==> src/rtl/mc_ctrl_pkg.sv <==
// Shared encodings for the multi-cycle controller: FSM states, supported
// opcodes, and the ALU / mux select codes driven onto the datapath.
package mc_ctrl_pkg;

  typedef enum logic [2:0] {
    FETCH  = 3'd0,
    DECODE = 3'd1,
    EXEC   = 3'd2,
    MEM    = 3'd3,
    WB     = 3'd4
  } state_t;

  localparam logic [5:0] OP_R    = 6'h00;
  localparam logic [5:0] OP_LW   = 6'h23;
  localparam logic [5:0] OP_SW   = 6'h2B;
  localparam logic [5:0] OP_BEQ  = 6'h04;
  localparam logic [5:0] OP_BNE  = 6'h05;
  localparam logic [5:0] OP_ADDI = 6'h08;
  localparam logic [5:0] OP_ORI  = 6'h0D;
  localparam logic [5:0] OP_J    = 6'h02;

  localparam logic [2:0] ALU_ADD   = 3'd0;
  localparam logic [2:0] ALU_SUB   = 3'd1;
  localparam logic [2:0] ALU_OR    = 3'd2;
  localparam logic [2:0] ALU_SLT   = 3'd3;
  localparam logic [2:0] ALU_AND   = 3'd4;
  localparam logic [2:0] ALU_FUNCT = 3'd5;

  localparam logic [1:0] PC_ALU    = 2'd0;
  localparam logic [1:0] PC_ALUOUT = 2'd1;
  localparam logic [1:0] PC_JUMP   = 2'd2;

  localparam logic [1:0] SRCB_REGB  = 2'd0;
  localparam logic [1:0] SRCB_FOUR  = 2'd1;
  localparam logic [1:0] SRCB_IMM   = 2'd2;
  localparam logic [1:0] SRCB_IMMSH = 2'd3;

endpackage

==> src/rtl/mc_op_decode.sv <==
// Combinational opcode classifier: turns an opcode into the instruction
// class flags the controller FSM steers on.
module mc_op_decode
  import mc_ctrl_pkg::*;
#(
  parameter int OPW = 6
) (
  input  logic [OPW-1:0] opcode,
  output logic           is_r,
  output logic           is_lw,
  output logic           is_sw,
  output logic           is_br,
  output logic           is_bne,
  output logic           is_imm,
  output logic           is_zext,
  output logic           is_j,
  output logic           valid
);

  logic w_beq;
  logic w_addi;

  assign is_r    = (opcode == OPW'(OP_R));
  assign is_lw   = (opcode == OPW'(OP_LW));
  assign is_sw   = (opcode == OPW'(OP_SW));
  assign w_beq   = (opcode == OPW'(OP_BEQ));
  assign is_bne  = (opcode == OPW'(OP_BNE));
  assign w_addi  = (opcode == OPW'(OP_ADDI));
  assign is_zext = (opcode == OPW'(OP_ORI));
  assign is_j    = (opcode == OPW'(OP_J));

  assign is_br  = w_beq | is_bne;
  assign is_imm = w_addi | is_zext;
  assign valid  = is_r | is_lw | is_sw | is_br | is_imm | is_j;

endmodule

==> src/rtl/multi_cycle_ctrl.sv <==
// Five-state multi-cycle CPU controller (FETCH/DECODE/EXEC/MEM/WB) producing
// datapath enables and selects from the state and the latched opcode.
module multi_cycle_ctrl
  import mc_ctrl_pkg::*;
#(
  parameter int OPW = 6,
  parameter int FW  = 6
) (
  input  logic           clk,
  input  logic           rst,
  input  logic [OPW-1:0] opcode,
  input  logic [FW-1:0]  funct,
  input  logic           zero,
  input  logic           mem_ready,
  output logic           mem_req,
  output logic           mem_we,
  output logic           iord,
  output logic           ir_we,
  output logic           pc_we,
  output logic [1:0]     pc_src,
  output logic           ext_op,
  output logic           alu_src_a,
  output logic [1:0]     alu_src_b,
  output logic [2:0]     alu_op,
  output logic           reg_we,
  output logic           reg_dst,
  output logic           mem_to_reg,
  output logic           illegal,
  output logic [2:0]     state_o
);

  state_t         r_state;
  state_t         w_next;
  logic [OPW-1:0] r_opcode;
  logic [OPW-1:0] w_decOp;
  logic w_isR, w_isLw, w_isSw, w_isBr, w_isBne, w_isImm, w_isZext, w_isJ, w_valid;
  logic w_unused;

  // funct is consumed by the ALU decoder downstream, not by this FSM
  assign w_unused = ^funct;

  // The IR is only loaded at the end of FETCH, so DECODE classifies the live
  // opcode; later states use the copy latched on leaving DECODE.
  assign w_decOp = (r_state == DECODE) ? opcode : r_opcode;

  mc_op_decode #(.OPW(OPW)) u_dec (
    .opcode  (w_decOp),
    .is_r    (w_isR),
    .is_lw   (w_isLw),
    .is_sw   (w_isSw),
    .is_br   (w_isBr),
    .is_bne  (w_isBne),
    .is_imm  (w_isImm),
    .is_zext (w_isZext),
    .is_j    (w_isJ),
    .valid   (w_valid)
  );

  always_ff @(posedge clk) begin
    if (rst) begin
      r_state  <= FETCH;
      r_opcode <= '0;
    end else begin
      r_state <= w_next;
      if (r_state == DECODE) r_opcode <= opcode;
    end
  end

  assign state_o = rst ? 3'd0 : r_state;

  always_comb begin
    w_next     = r_state;
    mem_req    = 1'b0;
    mem_we     = 1'b0;
    iord       = 1'b0;
    ir_we      = 1'b0;
    pc_we      = 1'b0;
    pc_src     = PC_ALU;
    ext_op     = 1'b0;
    alu_src_a  = 1'b0;
    alu_src_b  = SRCB_REGB;
    alu_op     = ALU_ADD;
    reg_we     = 1'b0;
    reg_dst    = 1'b0;
    mem_to_reg = 1'b0;
    illegal    = 1'b0;
    if (rst) begin
      // Reset presents the FETCH selects with every request held off
      alu_src_b = SRCB_FOUR;
      w_next    = FETCH;
    end else begin
      case (r_state)
        FETCH: begin
          mem_req   = 1'b1;
          alu_src_b = SRCB_FOUR;
          if (mem_ready) begin
            pc_we  = 1'b1;
            ir_we  = 1'b1;
            w_next = DECODE;
          end
        end
        DECODE: begin
          alu_src_b = SRCB_IMMSH;
          ext_op    = 1'b1;
          if (w_valid) begin
            w_next = EXEC;
          end else begin
            illegal = 1'b1;
            w_next  = FETCH;
          end
        end
        EXEC: begin
          w_next = FETCH;
          if (w_isR) begin
            alu_src_a = 1'b1;
            alu_op    = ALU_FUNCT;
            w_next    = WB;
          end else if (w_isLw || w_isSw || (w_isImm && !w_isZext)) begin
            alu_src_a = 1'b1;
            alu_src_b = SRCB_IMM;
            ext_op    = 1'b1;
            w_next    = w_isImm ? WB : MEM;
          end else if (w_isZext) begin
            alu_src_a = 1'b1;
            alu_src_b = SRCB_IMM;
            alu_op    = ALU_OR;
            w_next    = WB;
          end else if (w_isBr) begin
            alu_src_a = 1'b1;
            alu_op    = ALU_SUB;
            pc_src    = PC_ALUOUT;
            pc_we     = w_isBne ? !zero : zero;
          end else if (w_isJ) begin
            pc_src = PC_JUMP;
            pc_we  = 1'b1;
          end
        end
        MEM: begin
          mem_req = 1'b1;
          iord    = 1'b1;
          mem_we  = w_isSw;
          if (mem_ready) w_next = w_isSw ? FETCH : WB;
        end
        WB: begin
          reg_we     = 1'b1;
          reg_dst    = w_isR;
          mem_to_reg = w_isLw;
          w_next     = FETCH;
        end
        default: w_next = FETCH;
      endcase
    end
  end

endmodule

==> config.mk <==
export PLATFORM = sky130hd
export DESIGN_NAME = multi_cycle_ctrl
export DESIGN_NICKNAME = d
export VERILOG_FILES = /design/src/rtl/mc_ctrl_pkg.sv /design/src/rtl/mc_op_decode.sv /design/src/rtl/multi_cycle_ctrl.sv
export SDC_FILE = /design/constraint.sdc
export NUM_CORES = 1
export LEC_CHECK = 0
export CAP_MARGIN = 20
export CORE_MARGIN = 1
export CORE_UTILIZATION = 44
export DETAILED_ROUTE_END_ITERATION = 8
export GPL_ROUTABILITY_DRIVEN = 0
export PLACE_DENSITY = 0.81
export RECOVER_POWER = 100
export SLEW_MARGIN = 20
export SYNTH_ARGS = -nofsm -noshare
export SYNTH_HDL_FRONTEND = slang
export SYNTH_HIERARCHICAL = 1
export SYNTH_SLANG_ARGS = --single-unit
==> constraint.sdc <==
create_clock -name clk -period 5.3 [get_ports clk]
set_input_delay 0.795 -clock clk [delete_from_list [all_inputs] [get_ports clk]]
set_output_delay 0.795 -clock clk [all_outputs]
set_load 0.03 [all_outputs]
==> results of run 1 <==
## final timing paths
kind	slack (ps)	cells past startpoint	end	from
setup / recovery	530	7	pc_src[1]	r_state[0]
setup reg to reg	1840	8	r_state[2]	r_state[0]
hold / removal	650	2	r_state[2]	r_state[1]
hold reg to reg	650	2	r_state[2]	r_state[1]
## stage by stage
step | hold WS, ps | std cells | util (%) | worst slack [ps] | total power, mW
after floorplan | 527 | 102 | - | 1840 | 0.176
after global placement | 599 | 151 | 63.6 | 1050 | 0.201
after detailed placement | 623 | 151 | 63.6 | 933 | 0.206
after CTS | 634 | 155 | 65.1 | 655 | 0.256
after global routing | 679 | 155 | 65.1 | 263 | 0.268
final | 645 | 155 | 65.1 | 531 | 0.252
## registers in the layout (all words and copies together) (netlist names)
signal / flops
r_opcode: 6
r_state: 3
## routing by layer
metal / part of all wire, % / vias to the layer above
met4: 0.46 / 0
met1: 48 / 386
met5: 0 / -
met3: 3.8 / 2
met2: 47 / 21
li1: - / 419
## worst max-delay path: stages (launching register included)
cell           delay, ps
dfxtp_1              540
nor3b_2              550
mux2_1               500
nand2b_1             190
nor3_1               100
nor4_1               800
and4b_1              300
dlygate4sd3_1        740
## power by group through the flow
| stage | Sequential (mW) | Combinational, mW | Clock [mW] |
|---|---|---|---|
| 3_3_place_gp | 0.0805 | 0.121 | 0 |
| 5_1_grt | 0.0801 | 0.133 | 0.0543 |
| 2_1_floorplan | 0.0763 | 0.100 | 0 |
| 4_1_cts | 0.0792 | 0.126 | 0.0512 |
| 3_5_place_dp | 0.0807 | 0.125 | 0 |
| 6_report | 0.0794 | 0.122 | 0.0505 |
## layout make-up
type                            count  area [sq um]
Clock buffer                        4          26.3
Multi-Input combinational cell     81           564
Timing Repair Buffer               30           300
Fill cell                         155           602
Inverter                            6          22.5
Tap cell                           25          31.3
Sequential cell                     9           180
## placed cells by master, fill, tap and decap left out, types with 2 or more instances in the layout
cell | netlist | layout
a21oi_1 | 5 | 5
and2_1 | 3 | 3
and3_1 | 3 | 3
clkbuf_4 | 0 | 3
clkdlybuf4s50_1 | 0 | 9
dfxtp_1 | 9 | 9
dlygate4sd3_1 | 0 | 21
inv_1 | 6 | 6
mux2_1 | 0 | 5
nand2_1 | 3 | 3
nand3b_1 | 2 | 2
nor2_1 | 11 | 11
nor2b_1 | 9 | 9
nor3_1 | 7 | 7
nor3b_1 | 3 | 3
nor4_1 | 2 | 2
o22ai_1 | 2 | 2
o22ai_2 | 2 | 2
or2_2 | 2 | 2
xor2_1 | 2 | 2
## cells by family (layout without fill, tap and decap cells)
logic type               after synthesis  after routing  share of synthesized area, %
AO/OA/AOI/OAI                         16             16                          14.6
XOR/XNOR                               3              3                          3.23
adder cells (fa/ha/maj)                1              1                          1.38
buffers and inverters                 12             40                          8.60
flip-flops                             9              9                          22.1
multiplexers                           6              6                          8.29
AND/OR/NAND/NOR                       55             55                          41.8
==> impl_metrics.py, run 1 <==
metrics = {
    "worst_setup_path": {
        "setup.worst_path.start_class": "flop",
        "crit_fanout": 11,
        "crit_arrival_ps": 3970,
        "worstSetupPathType": "flop to output pin",
        "crit_required_ps": 4510,
        "crit_path_end_kind": "output pin",
    },
    "timing": {
        "min_period_over_period_pct": 90.0,
        "slew_headroom_pct": 38.5,
        "finalHoldViolations": 0,
        "fin_crit_ps": 4770,
        "finalSetupTns_ps": 0,
        "grt_setup_unrepaired": "false",
        "maxSlewViolCount": 0,
        "worstMarginPinSlew_ps": 915,
        "setup_viol": 0,
        "max_freq_mhz": 210,
        "fin_worst_skew_ps": 3.05,
    },
    "place": {
        "place_hpwl_mm": 1.52,
        "numPortBuffers": 30,
        "placed_area_sq_um": 1100,
    },
    "synthesis": {
        "avgSynthCellArea_sq_um": 7.99,
        "synth-warning-count": 6,
        "ys_ff_latch": 9,
        "synthTopCellsByArea": "dfxtp_1 (22%), mux2_2 (8.3%), nor2b_1 (6.9%)",
        "synthFlopType": "dfxtp_1",
        "synth.distinct_cells": 39,
        "async_flop_share_pct": 0,
        "syn_nets": 118,
        "synth_area_sq_um": 815,
        "synthesis.instances": 102,
        "seq_area_frac_synth_pct": 22.1,
        "yosysMostFrequentCell": "nor2_1",
        "yosysTopAreaCellShare_pct": 22.1,
        "synthTopCellsByCount": "nor2_1 (11), dfxtp_1 (9), nor2b_1 (9)",
        "yosysTopAreaCell": "dfxtp_1",
        "synth_edf_count": 0,
    },
    "power": {
        "combPwrFrac_pct": 48.4,
        "p_sw_mw": 0.0993,
        "seqPwrFrac_pct": 31.5,
        "power_density_nw_per_um2": 224,
        "p_leak_nw": 0.488,
        "intPower_mw": 0.152,
        "vdd_drop_max_uv": 106,
        "p_clk_share_pct": 20.1,
        "swShare_pct": 39.5,
    },
    "floorplanning": {
        "die_y_microns": 45.0,
        "core_area_sq_um": 1730,
        "io_pins": 37,
        "initial_core_util_pct": 47.2,
        "die_x_microns": 45.0,
        "num_rows": 15,
        "dieArea_sq_um": 2030,
    },
    "global_routing": {
        "grt_pass1_vias": 738,
        "grtUsageMet1_pct": 27.3,
        "grt_first_pass_wirelength_mm": 3.16,
        "grt_busiest_layer": "met2",
        "grt_max_degree": 17,
        "grt_usage_pct": 20.5,
        "overflow": 0,
        "antenna_found_initial": 0,
        "grt_util_met3_pct": 1.20,
        "met2_usage_pct": 35.1,
    },
    "layout": {
        "syn2layout_area_growth_pct": 38.1,
        "drive_gt1_share_pct": 11.5,
        "antennaDiodeCount": 0,
        "final_area_sq_um": 1120,
        "nets": 147,
    },
    "clock_network": {
        "ctsHoldBuffers": 0,
        "cts_root_buf": "clkbuf_4",
        "cts_max_level": 1,
        "clk_pin_slew_ps": 60,
        "numCtsBuffers": 3,
        "insertion_delay_ps": 250,
        "cts.path.max_buffers": 2,
        "cts_tree": "done",
        "cts_sinks": 9,
        "cts_resized": 0,
        "post_cts_buffers": 0,
    },
    "routing": {
        "wl_mm": 1.94,
        "num_vias": 828,
        "viasPerCell": 5.34,
        "drc": 0,
        "final_antenna_net_count": 0,
        "wl_per_cell_microns": 12.5,
        "drt_pass1_iterations": 4,
        "initialDrtViolationCount": 11,
    },
    "run_status": {
        "status": "completed",
    },
    "hold_path": {
        "min_path_type": "flop to flop",
    },
    "run": {
        "drv_cap": 0,
    },
}
Power figures use the tool's default switching activity.
==> run 2, diff against run 1 <==
--- a/config.mk
+++ b/config.mk
@@ -10,6 +10,7 @@
 export CORE_UTILIZATION = 44
 export DETAILED_ROUTE_END_ITERATION = 8
 export GPL_ROUTABILITY_DRIVEN = 0
+export MAX_ROUTING_LAYER = met4
 export PLACE_DENSITY = 0.81
 export RECOVER_POWER = 100
 export SLEW_MARGIN = 20
==> results of run 2 <==
No change in the layout: final DEF, timing and power equal those of run 1.
Among the figures that moved: overall routing resource usage 20.5% -> 21.1%
